**src/rtl/bitty_sequencer_if.sv**
```systemverilog
// bitty_sequencer_if: fetch handshake plus datapath control bundle for bitty_sequencer.
// master = fetch/testbench side, slave = the sequencer.
interface bitty_sequencer_if #(
    parameter int INSTR_W  = 16,
    parameter int NUM_REGS = 8,
    parameter int SEL_W    = 4
);
    localparam int REG_AW = $clog2(NUM_REGS);
    localparam int IMM_W  = INSTR_W - REG_AW - SEL_W - 3;

    logic                run;
    logic [INSTR_W-1:0]  instruction;
    logic                ready;
    logic [REG_AW-1:0]   mux_sel;
    logic                imm_sel;
    logic [IMM_W-1:0]    imm_out;
    logic [SEL_W-1:0]    sel;
    logic                mode;
    logic                en_s;
    logic                en_c;
    logic [NUM_REGS-1:0] en_reg;
    logic                done;
    logic                err;

    modport master (
        output run, instruction,
        input  ready, mux_sel, imm_sel, imm_out, sel, mode, en_s, en_c, en_reg, done, err
    );

    modport slave (
        input  run, instruction,
        output ready, mux_sel, imm_sel, imm_out, sel, mode, en_s, en_c, en_reg, done, err
    );
endinterface

```
**src/rtl/bitty_sequencer.sv**
```systemverilog
// bitty_sequencer: issues one instruction as load-S, load-C (register or immediate), writeback.
// Outputs are decoded from the state and the latched instruction only.
module bitty_sequencer #(
    parameter int INSTR_W  = 16,
    parameter int NUM_REGS = 8,
    parameter int SEL_W    = 4
) (
    input logic clk,
    input logic reset,
    bitty_sequencer_if.slave bus
);
    localparam int REG_AW = $clog2(NUM_REGS);
    localparam int IMM_W  = INSTR_W - REG_AW - SEL_W - 3;

    typedef enum logic [2:0] {IDLE, LD_S, LD_C, WB, ERR} state_t;

    state_t             state, state_next;
    logic [INSTR_W-1:0] instr_q;
    logic [SEL_W-1:0]   sel_q;
    logic               mode_q;
    logic               capture;
    logic [REG_AW-1:0]  rx, ry;

    assign rx      = instr_q[INSTR_W-1 -: REG_AW];
    assign ry      = instr_q[INSTR_W-REG_AW-1 -: REG_AW];
    assign capture = bus.run && (state == IDLE || state == WB);

    always_ff @(posedge clk or posedge reset) begin
        if (reset) begin
            state   <= IDLE;
            instr_q <= '0;
            sel_q   <= '0;
            mode_q  <= 1'b0;
        end else begin
            state <= state_next;
            if (capture)
                instr_q <= bus.instruction;
            // ALU controls become valid on entry to LD_C and hold afterwards
            if (state == LD_S) begin
                sel_q  <= instr_q[SEL_W+2:3];
                mode_q <= instr_q[2];
            end
        end
    end

    always_comb begin
        state_next  = (state == LD_S) ? LD_C :
                      (state == LD_C) ? WB :
                      capture         ? (bus.instruction[1] ? ERR : LD_S) : IDLE;
        bus.ready   = (state == IDLE) || (state == WB);
        bus.mux_sel = (state == LD_S)                ? rx :
                      (state == LD_C && !instr_q[0]) ? ry : '0;
        bus.imm_sel = (state == LD_C) && instr_q[0];
        bus.en_s    = (state == LD_S);
        bus.en_c    = (state == LD_C);
        bus.en_reg  = (state == WB) ? (NUM_REGS'(1) << rx) : '0;
        bus.done    = (state == WB);
        bus.err     = (state == ERR);
    end

    assign bus.imm_out = instr_q[INSTR_W-REG_AW-1:SEL_W+3];
    assign bus.sel     = sel_q;
    assign bus.mode    = mode_q;
endmodule
```
**src/flat_wrapper.sv**
```systemverilog
// flat-port wrapper written by rule: the top's interface ports become plain ports
module bitty_sequencer_flat 
#(
    parameter int INSTR_W  = 16,
    parameter int NUM_REGS = 8,
    parameter int SEL_W    = 4
)
  (clk, reset, bus_run, bus_instruction, bus_ready, bus_mux_sel, bus_imm_sel, bus_imm_out, bus_sel, bus_mode, bus_en_s, bus_en_c, bus_en_reg, bus_done, bus_err);
  bitty_sequencer_if #(.INSTR_W(INSTR_W), .NUM_REGS(NUM_REGS), .SEL_W(SEL_W)) bus_i ();
  input logic clk;
  input logic reset;
  input wire logic [$bits(bus_i.run)-1:0] bus_run;
  input wire logic [$bits(bus_i.instruction)-1:0] bus_instruction;
  output wire logic [$bits(bus_i.ready)-1:0] bus_ready;
  output wire logic [$bits(bus_i.mux_sel)-1:0] bus_mux_sel;
  output wire logic [$bits(bus_i.imm_sel)-1:0] bus_imm_sel;
  output wire logic [$bits(bus_i.imm_out)-1:0] bus_imm_out;
  output wire logic [$bits(bus_i.sel)-1:0] bus_sel;
  output wire logic [$bits(bus_i.mode)-1:0] bus_mode;
  output wire logic [$bits(bus_i.en_s)-1:0] bus_en_s;
  output wire logic [$bits(bus_i.en_c)-1:0] bus_en_c;
  output wire logic [$bits(bus_i.en_reg)-1:0] bus_en_reg;
  output wire logic [$bits(bus_i.done)-1:0] bus_done;
  output wire logic [$bits(bus_i.err)-1:0] bus_err;
  assign bus_i.run = bus_run;
  assign bus_i.instruction = bus_instruction;
  assign bus_ready = bus_i.ready;
  assign bus_mux_sel = bus_i.mux_sel;
  assign bus_imm_sel = bus_i.imm_sel;
  assign bus_imm_out = bus_i.imm_out;
  assign bus_sel = bus_i.sel;
  assign bus_mode = bus_i.mode;
  assign bus_en_s = bus_i.en_s;
  assign bus_en_c = bus_i.en_c;
  assign bus_en_reg = bus_i.en_reg;
  assign bus_done = bus_i.done;
  assign bus_err = bus_i.err;
  bitty_sequencer #(.INSTR_W(INSTR_W), .NUM_REGS(NUM_REGS), .SEL_W(SEL_W)) u_core (.clk(clk), .reset(reset), .bus(bus_i));
endmodule
```
**config.mk**
```make
export PLATFORM = sky130hd
export DESIGN_NAME = bitty_sequencer_flat
export DESIGN_NICKNAME = d
export VERILOG_FILES = /design/src/rtl/bitty_sequencer_if.sv /design/src/rtl/bitty_sequencer.sv /design/src/flat_wrapper.sv
export SDC_FILE = /design/constraint.sdc
export NUM_CORES = 1
export LEC_CHECK = 0
export ABC_AREA = 1
export CAP_MARGIN = 20
export CORE_MARGIN = 5
export CORE_UTILIZATION = 41
export DETAILED_ROUTE_END_ITERATION = 16
export GPL_TIMING_DRIVEN = 0
export HOLD_SLACK_MARGIN = 0.06
export PLACE_DENSITY_LB_ADDON = 0.25
export SYNTH_ARGS = -nofsm -noshare
export SYNTH_HDL_FRONTEND = slang
export SYNTH_SLANG_ARGS = --single-unit
```
**constraint.sdc**
```tcl
create_clock -name clk -period 1.25 [get_ports clk]
set_input_delay 0.25 -clock clk [delete_from_list [all_inputs] [get_ports clk]]
set_output_delay 0.25 -clock clk [all_outputs]
set_load 0.02 [all_outputs]
```
==> summary.md, run 1 <==
| Metric | Value |
|---|---|
| Mean post-synth cell area | 7.921 um^2 |
| Fin. Hold Viols | 0 |
| RSZ-0062 raised after global routing | true |
| Top-level I/O count | 47 |
| Top cells by area, synth | dfrtp_1 52%, nand2_1 19%, nand3_1 7.7% |
| Crit path max-delay cell type | dfrtp_2 |
| Synth warn | 0 |
| Starting Density | 43.65% |
| Area leader, netlist | dfrtp_1 |
| IO Port Bufs | 45 |
| Status | finished, violations left |
| Reg-to-Reg End | u_core.instr_q[11] |
| CORE AREA | 2522 um^2 |
| R2R Path Start | u_core.state[0] |
| Initial DRC Count | 40 |
| Mapped Area | 1101 um^2 |
| Worst Setup End Kind | output pin |
| Maxcap violations | 0 |
| Setup WS post-layout | -0.4231 ns |
| First-pass GRT wire length | 5.547 mm |
| Total GRT Usage | 20.16% |
| Post-Syn Nets | 158 |
| Max-slew violations | 0 |
| Number of global-route vias before repair | 1221 |
| Ratio of cells with drive above 1 in the final layout | 47.62% |
| Switching share of power | 44.95% |
| CP Class | flip-flop to output pin |
| Die Wd | 61.82 um |
| Root Driver | clkbuf_4 |
| Worst Tran Pin Value | 0.8585 ns |
| Skew final | 0.005927 ns |
| Die Ht | 61.82 um |
| Initial antenna violation count | 0 |
| Routed via count | 1205 |
| Failing checks | setup timing |
| Commonest non-fill, non-tap cell in the layout | nand2_1 |
| Most frequent cells in the layout | 48 x nand2_1, 34 x buf_6, 21 x dfrtp_1 |
| Clk pwr share | 6.7% |
| Number of H-tree levels | 1 |
| Worst Path Buf+Inv | 2 |
| # nets final | 230 |
| CP delay by family, top | flip-flops |
| WHS Path Cells | 3 |
| WL/cell | 15.25 um |
| Die area | 3822 um^2 |
| Final min period | 1.673 ns |
| # DRC | 0 |
| # clock sinks | 23 |
| Yosys top cell area share | 52.27% |
| Min Hold Slack | 0.2899 ns |
| R2R cell count | 8 |
| CTS tree | done |
| Worst-skew pair later-pin latency | 0.32 ns |
| # setup viols final | 40 |
| Global route overflow | 0 |
| CTS buffer count | 3 |
| Crit share post-route | 133.8% |
| Synth cell types | 12 |
| Fin Setup TNS | -7.814 ns |
| Routed Antenna Nets | 0 |
| Crit path max fanout | 5 |
| Power Density | 2547 nW/um^2 |
| Hpwl dp | 2.263 mm |
| Final Wtd Congestion | 0.7605 |
| Row count | 18 |
| Slew margin rel. | 42.71% |
| Final instance count without filler cells | 240 |
| Crit path required time | 1.00 ns |
| Register area share after synthesis | 52.27% |
| Comb power frac | 66.3% |
| HP Start | bus_run |
| Hold-fix buffers at CTS | 0 |
| Crit path DAT | 1.42 ns |
| Mean number of vias per cell | 5.021 |
| DRT Pass-1 Iters | 5 |
| CTS clock-pin slew for the worst setup and hold paths | 0.13 ns |
| Hold worst-path end | u_core.instr_q[12] |
| Internal power | 0.002854 W |
| Clk buf depth | 2 |
| Final Cell Area | 2036 um^2 |
| Pin count of the biggest net entering global routing | 24 |
| Worst min path class | input port to flip-flop |
| Max IR drop VDD | 2.078 mV |
| Setup slack, reg-to-reg | -0.13 ns |
| Post-Syn Instances | 139 |
| Worst-path cell chain | inv_2, nand3_4, nor2_4, nand2_2, o21ai_2, buf_6 |
| Synth Register Bits | 23 |
| Crit start category | flip-flop |
| Placed cell area | 1678 um^2 |
| Placed insts | 214 |
| Seq pwr share | 27.0% |
| Max incr delay on CP | 0.48 ns |
| Synthesis-to-layout area growth | 84.89% |
| Total Wirelength | 3.661 mm |
| Maximum clock rate | 0.5977 GHz |
| # diodes | 0 |
| Psw | 0.002330 W |
| Leakage | 1.019 nW |
logic make-up (layout without fill, tap and decap cells):
| kind of cell | count (synthesis) | in the layout | synth area share (%) |
|---|---|---|---|
| AND/OR/NAND/NOR | 91 | 91 | 35.57 |
| AO/OA/AOI/OAI | 3 | 3 | 1.363 |
| flip-flops | 23 | 23 | 52.27 |
| buffers and inverters | 22 | 93 | 10.80 |
worst max path at each step:
stage,startpoint,end,cells after the start
CTS,u_core.state[0],bus_mux_sel[1],6
detailed placement,u_core.state[0],bus_mux_sel[1],6
global route,u_core.state[0],bus_mux_sel[2],6
finish,u_core.state[0],bus_mux_sel[0],6
floorplan,u_core.state[2],bus_en_reg[1],5
global placement,u_core.state[0],bus_mux_sel[1],6
worst min-delay path, delay by kind of cell:
kind	cells	cell delay (ns)
simple gates	2	0.16
buf+inv	1	0.18
cell usage after synthesis:
cell type  count
nand2_4        2
buf_6          1
nand3_2        2
nor2_1        12
nor3_1         1
inv_1         12
o21ai_0        3
nand2_1       57
dfrtp_1       23
buf_4          7
nand3_1       17
buf_2          2
through the flow:
stage	utilization [%]	worst slack (ns)	total power [W]
after floorplan	-	0.03686	0.002828
after global placement	66.52	-0.6292	0.003658
after detailed placement	66.52	-0.6874	0.003734
after CTS	77.08	-0.3873	0.004776
after global routing	80.70	-0.5009	0.005519
final	80.70	-0.4231	0.005184
registers in the layout (all words and copies together) (netlist names):
register         cells
u_core.bus.mode      1
u_core.bus.sel       4
u_core.instr_q      15
u_core.state         3
power by group through the flow:
stage / Sequential (W) / Clock, W / Combinational [W]
3_5_place_dp: 0.00134 / 0 / 0.00240
4_1_cts: 0.00136 / 0.000349 / 0.00307
2_1_floorplan: 0.00137 / 0 / 0.00145
3_3_place_gp: 0.00132 / 0 / 0.00233
5_1_grt: 0.00145 / 0.000405 / 0.00367
6_report: 0.00140 / 0.000346 / 0.00344
routing by layer:
metal | vias to the layer above | routed length [um] | track usage [%]
li1 | 568 | - | -
met1 | 587 | 1318 | 22.64
met2 | 42 | 2034 | 35.72
met3 | 8 | 220 | 4.959
met4 | 0 | 88 | 9.394
met5 | - | 0 | 0
timing repair:
| item | in CTS | in global routing |
|---|---|---|
| setup endpoints to repair | 37 | 46 |
| buffers inserted | 15 | 8 |
| resized for setup | 172 | 26 |
| pin swaps | 6 | 3 |
| cloned | 1 | 0 |
layout make-up:
cell class                 instances  area [um^2]
clock inverter                     1        5.005
buffer                             8        77.57
tap                               30        37.54
timing repair buffer              69        678.2
sequential                        23        578.1
multi-input combinational         94        581.8
clock buffer                       3        22.52
inverter                          12        55.05
fill                             166        486.7
Note: power is estimated with default switching activity, not from simulation.
==> run 2, diff against run 1 <==
--- a/config.mk
+++ b/config.mk
@@ -11,8 +11,8 @@
 export CORE_UTILIZATION = 41
 export DETAILED_ROUTE_END_ITERATION = 16
 export GPL_TIMING_DRIVEN = 0
-export HOLD_SLACK_MARGIN = 0.06
 export PLACE_DENSITY_LB_ADDON = 0.25
 export SYNTH_ARGS = -nofsm -noshare
 export SYNTH_HDL_FRONTEND = slang
 export SYNTH_SLANG_ARGS = --single-unit
+export TNS_END_PERCENT = 50
==> run 2 against run 1 <==
Compared with the run above:
- the flow still finishes with violations (setup timing)
- sequential power about the same
- cell count down 5.8%
- critical path depth fell by 3
- clock power up 2%
- maximum frequency is 0.98% higher
- via count shrank 8.8%
- highest routed layer unchanged
- non-clock buffer count down 14
- clock skew is 0.0037 ns lower
- wire length decreased by 11%
- die area did not move
==> summary.md, run 2 (synthesized netlist as in run 1, its figures left out) <==
| Metric | Value |
|---|---|
| Hold-fix buffers at CTS | 0 (unchanged) |
| # DRC | 0 (unchanged) |
| Crit path max fanout | 4 (was 5) |
| DRT Pass-1 Iters | 4 (was 5) |
| Pin count of the biggest net entering global routing | 24 (unchanged) |
| Worst Tran Pin Value | 0.8667 ns (was 0.8585 ns) |
| Maximum clock rate | 0.6035 GHz (was 0.5977 GHz) |
| Global route overflow | 0 (unchanged) |
| Crit share post-route | 132.6% (was 133.8%) |
| WL/cell | 14.34 um (was 15.25 um) |
| Most frequent cells in the layout | 55 x nand2_1, 28 x buf_6, 21 x dfrtp_1 (was 48 x nand2_1, 34 x buf_6, 21 x dfrtp_1) |
| Die Ht | 61.82 um (unchanged) |
| Maxcap violations | 0 (unchanged) |
| Worst min path class | input port to flip-flop (unchanged) |
| Crit path max-delay cell type | dfrtp_2 (unchanged) |
| Worst Setup End Kind | output pin (unchanged) |
| Routed Antenna Nets | 0 (unchanged) |
| RSZ-0062 raised after global routing | true (unchanged) |
| Worst-path cell chain | buf_4, nor3_1, buf_2 (was inv_2, nand3_4, nor2_4, nand2_2, o21ai_2, buf_6) |
| Synthesis-to-layout area growth | 73.30% (was 84.89%) |
| # diodes | 0 (unchanged) |
| Commonest non-fill, non-tap cell in the layout | nand2_1 (unchanged) |
| Fin. Hold Viols | 0 (unchanged) |
| Final min period | 1.657 ns (was 1.673 ns) |
| CTS tree | done (unchanged) |
| CTS buffer count | 3 (unchanged) |
| Die Wd | 61.82 um (unchanged) |
| # setup viols final | 34 (was 40) |
| First-pass GRT wire length | 5.092 mm (was 5.547 mm) |
| Leakage | 0.9319 nW (was 1.019 nW) |
| Placed insts | 214 (unchanged) |
| Top-level I/O count | 47 (unchanged) |
| Slew margin rel. | 42.15% (was 42.71%) |
| Crit start category | flip-flop (unchanged) |
| Final core utilization | 75.64% (was 80.70%) |
| Starting Density | 43.65% (unchanged) |
| # nets final | 216 (was 230) |
| Root Driver | clkbuf_4 (unchanged) |
| Power Density | 2490 nW/um^2 (was 2547 nW/um^2) |
| Crit path required time | 1.00 ns (about the same) |
| Max reg flops | 15 (unchanged) |
| Final instance count without filler cells | 226 (was 240) |
| Initial antenna violation count | 0 (unchanged) |
| Status | finished, violations left (unchanged) |
| Failing checks | setup timing (unchanged) |
| CP Class | flip-flop to output pin (unchanged) |
| Crit path DAT | 1.41 ns (was 1.42 ns) |
| Number of global-route vias before repair | 1172 (was 1221) |
| Clk buf depth | 2 (unchanged) |
| Final Wtd Congestion | 0.7947 (was 0.7605) |
| CTS clock-pin slew for the worst setup and hold paths | 0.12 ns (was 0.13 ns) |
| Max incr delay on CP | 0.47 ns (was 0.48 ns) |
| IO Port Bufs | 45 (unchanged) |
| Biggest register | u_core.instr_q (unchanged) |
| Hpwl dp | 2.264 mm (was 2.263 mm) |
| Total Wirelength | 3.240 mm (was 3.661 mm) |
| Total GRT Usage | 18.38% (was 20.16%) |
| Ratio of cells with drive above 1 in the final layout | 37.76% (was 47.62%) |
| Max IR drop VDD | 1.604 mV (was 2.078 mV) |
| Mean number of vias per cell | 4.863 (was 5.021) |
| Setup WS post-layout | -0.4069 ns (was -0.4231 ns) |
| Routed via count | 1099 (was 1205) |
| Initial DRC Count | 18 (was 40) |
| CORE AREA | 2522 um^2 (unchanged) |
| Row count | 18 (unchanged) |
| Number of H-tree levels | 1 (unchanged) |
| Worst-skew pair later-pin latency | 0.31 ns (was 0.32 ns) |
| Max-slew violations | 0 (unchanged) |
| Skew final | 0.002195 ns (was 0.005927 ns) |
| # clock sinks | 23 (unchanged) |
| Die area | 3822 um^2 (unchanged) |
[run 2: final cells by class]
class | instances | area [um^2]
Sequential cell | 23 | 578.1
Tap cell | 30 | 37.54
Buffer | 10 | 100.1
Inverter | 12 | 57.56
Timing Repair Buffer | 53 | 554.3
Clock buffer | 4 | 26.28
Fill cell | 180 | 614.3
Multi-Input combinational cell | 94 | 554.3
[run 2: per-stage QoR]
stage / hold WS [ns] / power, W / setup TNS, ns / setup slack [ns] / cell area, um^2
after floorplan: 0.2519 / 0.002808 / -0.05766 / -0.02883 / 1182
after global placement: 0.4567 / 0.003631 / -9.602 / -0.6488 / 1670
after detailed placement: 0.4603 / 0.003732 / -11.48 / -0.6937 / 1670
after CTS: 0.2764 / 0.004633 / -6.681 / -0.3810 / 1872
after global routing: 0.2791 / 0.005044 / -9.809 / -0.4610 / 1908
final: 0.2886 / 0.004751 / -7.444 / -0.4069 / 1908
[run 2: power breakdown]
group | internal [W] | leakage, nW | switching (W) | total, W
Sequential | 0.00109 | 0.286 | 0.000302 | 0.00139
Combinational | 0.00138 | 0.631 | 0.00163 | 0.00301
Clock | 0.000125 | 0.0150 | 0.000227 | 0.000352
Total | 0.00259 | 0.932 | 0.00216 | 0.00475
[run 2: worst paths after layout]
path / end / cells past startpoint / slack, ns / startpoint
worst max-delay path: bus_err / 3 / -0.41 / u_core.state[0]
worst min-delay path: u_core.instr_q[0] / 3 / 0.29 / bus_run
worst max register to register: u_core.instr_q[14] / 9 / -0.17 / u_core.state[2]
worst min register to register: u_core.instr_q[7] / 2 / 0.49 / u_core.instr_q[7]
max in group asynchronous: u_core.state[1] / 2 / 0.26 / reset
min in group asynchronous: u_core.bus.sel[3] / 2 / 0.40 / reset
[run 2: worst max-delay path: cells and delay by family (launching register included)]
| kind | cells | cell delay (ns) |
|---|---|---|
| buffers and inverters | 2 | 0.39 |
| AND/OR/NAND/NOR | 1 | 0.24 |
| flip-flops | 1 | 0.47 |
[run 2: per-layer routing]
| layer | vias up | GRT usage [%] | part of all wire, % |
|---|---|---|---|
| met4 | 0 | 7.273 | 1.5 |
| met5 | - | 0 | 0 |
| met3 | 6 | 2.686 | 7.3 |
| met1 | 502 | 19.61 | 36 |
| met2 | 54 | 35.72 | 56 |
| li1 | 537 | - | - |
[run 2: repair_timing]
item	in CTS	in global routing
endpoints found under the hold margin	0	0
resized for setup	154	8
pin swaps	6	1
setup buffers	7	1
setup endpoints to repair	30	40
==> run 3, diff against run 2 <==
--- a/config.mk
+++ b/config.mk
@@ -7,6 +7,7 @@
 export LEC_CHECK = 0
 export ABC_AREA = 1
 export CAP_MARGIN = 20
+export CORE_ASPECT_RATIO = 0.75
 export CORE_MARGIN = 5
 export CORE_UTILIZATION = 41
 export DETAILED_ROUTE_END_ITERATION = 16
==> run 3 against run 2 <==
Compared with the run above:
- the run still ends with setup timing left
- flip-flop and latch count stayed put
- via count is 4.1% higher
- maximum frequency is 2.4% higher
- combinational power is 6% higher
- cell area is 2.7% higher
- clock skew is 0.0011 ns lower
- critical path depth is 3 higher
- clock power is 4% lower
- non-clock buffer count is 4 higher
- register-to-register slack hardly changed
- sequential share of layout area is 0.79 points lower
- global-route usage is 0.62 points lower
- largest power group unchanged
- highest routed layer unchanged
==> summary.md, run 3 (synthesized netlist as in run 1, its figures left out) <==
| Metric | Value |
|---|---|
| # nets final | 220 (was 216) |
| Internal power | 0.002722 W (was 0.002589 W) |
| Worst Tran Pin Value | 0.8584 ns (was 0.8667 ns) |
| Status | finished, violations left (unchanged) |
| Synthesis-to-layout area growth | 77.95% (was 73.30%) |
| Psw | 0.002228 W (was 0.002162 W) |
| Placed cell area | 1678 um^2 (was 1670 um^2) |
| Reg-to-Reg End | u_core.instr_q[3] (was u_core.instr_q[14]) |
| Pin count of the biggest net entering global routing | 24 (unchanged) |
| CTS tree | done (unchanged) |
| # setup viols final | 34 (unchanged) |
| Fillers | 188 (was 180) |
| Switching share of power | 45.01% (was 45.51%) |
| Setup slack, reg-to-reg | -0.16 ns (was -0.17 ns) |
| Fin. Hold Viols | 0 (unchanged) |
| # diodes | 0 (unchanged) |
| CTS buffer count | 3 (unchanged) |
| Global route overflow | 0 (unchanged) |
| Final Cell Area | 1959 um^2 (was 1908 um^2) |
| Setup WS post-layout | -0.3688 ns (was -0.4069 ns) |
| Crit start category | flip-flop (unchanged) |
| Leakage | 0.9623 nW (was 0.9319 nW) |
| R2R Path Start | u_core.state[2] (unchanged) |
| Initial DRC Count | 37 (was 18) |
| Ratio of cells with drive above 1 in the final layout | 43.00% (was 37.76%) |
| # DRC | 0 (unchanged) |
| Seq pwr share | 28.6% (was 29.2%) |
| Total GRT Usage | 17.76% (was 18.38%) |
| CTS clock-pin slew for the worst setup and hold paths | 0.12 ns (about the same) |
| Number of global-route vias before repair | 1115 (was 1172) |
| Slew margin rel. | 42.71% (was 42.15%) |
| Mean number of vias per cell | 4.847 (was 4.863) |
| Routed via count | 1144 (was 1099) |
| WHS Path Cells | 3 (unchanged) |
| Tot Pwr | 0.004950 W (was 0.004751 W) |
| Final core utilization | 75.87% (was 75.64%) |
| Worst-path cell chain | inv_4, nand3_4, buf_6, nand2_4, buf_6, buf_6 (was buf_4, nor3_1, buf_2) |
| Root Driver | clkbuf_4 (unchanged) |
| Biggest register | u_core.instr_q (unchanged) |
| Hold worst-path end | u_core.instr_q[15] (was u_core.instr_q[0]) |
| WL/cell | 14.49 um (was 14.34 um) |
| Crit path DAT | 1.37 ns (was 1.41 ns) |
| Crit path required time | 1.00 ns (about the same) |
| Total Wirelength | 3.419 mm (was 3.240 mm) |
| Clk buf depth | 2 (unchanged) |
| DRT Pass-1 Iters | 4 (unchanged) |
| Clk pwr share | 6.8% (was 7.4%) |
| Comb power frac | 64.6% (was 63.4%) |
| Skew final | 0.001130 ns (was 0.002195 ns) |
| Crit path max-delay cell type | dfrtp_1 (was dfrtp_2) |
| First-pass GRT wire length | 5.250 mm (was 5.092 mm) |
| Failing checks | setup timing (unchanged) |
| Maximum clock rate | 0.6177 GHz (was 0.6035 GHz) |
| HP Start | bus_run (unchanged) |
| Final Wtd Congestion | 0.7559 (was 0.7947) |
| Crit path max fanout | 5 (was 4) |
| Power Density | 2526 nW/um^2 (was 2490 nW/um^2) |
| Worst min path class | input port to flip-flop (unchanged) |
| Die Wd | 69.84 um (was 61.82 um) |
| Max-slew violations | 0 (unchanged) |
| Row count | 16 (was 18) |
| Routed Antenna Nets | 0 (unchanged) |
| Hold-fix buffers at CTS | 0 (unchanged) |
| Die area | 3833 um^2 (was 3822 um^2) |
| Most frequent cells in the layout | 48 x nand2_1, 28 x buf_6, 21 x dfrtp_1 (was 55 x nand2_1, 28 x buf_6, 21 x dfrtp_1) |
| Worst-skew pair later-pin latency | 0.30 ns (was 0.31 ns) |
| Max reg flops | 15 (unchanged) |
| Crit share post-route | 129.5% (was 132.6%) |
| Fin Setup TNS | -6.900 ns (was -7.444 ns) |
| R2R cell count | 9 (unchanged) |
| CORE AREA | 2582 um^2 (was 2522 um^2) |
| Most used cell, CP | buf_6 |
| IO Port Bufs | 45 (unchanged) |
| Top-level I/O count | 47 (unchanged) |
| Min Hold Slack | 0.3027 ns (was 0.2886 ns) |
| Die Ht | 54.88 um (was 61.82 um) |
| Worst Setup End Kind | output pin (unchanged) |
| Maxcap violations | 0 (unchanged) |
| RSZ-0062 raised after global routing | true (unchanged) |
| Max incr delay on CP | 0.41 ns (was 0.47 ns) |
| Max IR drop VDD | 1.531 mV (was 1.604 mV) |
| Number of H-tree levels | 1 (unchanged) |
| Final min period | 1.619 ns (was 1.657 ns) |
| CP Class | flip-flop to output pin (unchanged) |
| Initial antenna violation count | 0 (unchanged) |
| Hpwl dp | 2.313 mm (was 2.264 mm) |
| Commonest non-fill, non-tap cell in the layout | nand2_1 (unchanged) |
| Starting Density | 42.64% (was 43.65%) |
| # clock sinks | 23 (unchanged) |
run 3: cell types whose count changed in the layout (fill, tap and decap cells not counted), moves of 3 or more:
| cell | before | now |
|---|---|---|
| nand2_2 | 0 | 7 |
| buf_4 | 7 | 11 |
| clkdlybuf4s15_2 | 5 | 0 |
| clkbuf_2 | 0 | 3 |
| nand2_1 | 55 | 48 |
run 3: power by group through the flow:
stage               Sequential [W]  Clock [W]  Combinational (W)
floorplan                  0.00137          0            0.00143
CTS                        0.00139   0.000342            0.00284
detailed placement         0.00135          0            0.00238
global route               0.00147   0.000385            0.00342
finish                     0.00142   0.000337            0.00320
global placement           0.00133          0            0.00232
run 3: worst max-delay path by stage:
stage	start	to	slack (ns)	cells past startpoint
after floorplan	u_core.state[0]	bus_mux_sel[1]	-0.03	5
after global placement	u_core.state[0]	bus_mux_sel[2]	-0.61	6
after detailed placement	u_core.state[0]	bus_mux_sel[2]	-0.64	6
after CTS	u_core.state[2]	bus_en_reg[6]	-0.36	6
after global routing	u_core.state[0]	bus_mux_sel[1]	-0.47	6
final	u_core.state[2]	bus_ready	-0.37	6
run 3: final cells by class:
type	instances	area, um^2	share of cell area [%]
Buffer	10	100.1	5.109
Clock buffer	4	26.28	1.341
Inverter	12	57.56	2.937
Multi-Input combinational cell	94	579.3	29.57
Sequential cell	23	578.1	29.50
Tap cell	36	45.04	2.299
Timing Repair Buffer	57	573.1	29.25
run 3: metrics by stage:
stage	instances	setup WS (ns)
after global placement	220	-0.6099
final	236	-0.3688
after global routing	236	-0.4746
after floorplan	139	-0.02883
after CTS	231	-0.3571
after detailed placement	220	-0.6418
run 3: per-layer routing:
metal  vias to the layer above  GRT usage (%)  wire, um
li1                        546              -         -
met1                       547          21.56      1329
met2                        45          32.45      1775
met3                         6          5.138       249
met4                         0          3.185        64
met5                         -              0         0
run 3: worst max-delay path, delay by kind of cell, from the launching register on:
family / cells / cell delay, ns
DFF: 1 / 0.41
buffers and inverters: 4 / 0.47
and+or+nand+nor: 2 / 0.18
run 3: repair_timing:
action                                  4_1_cts  5_1_grt
resized for setup                           149       30
cloned                                        0        1
setup buffers                                 7        5
pin swaps                                     6        9
endpoints found under the setup margin       30       45
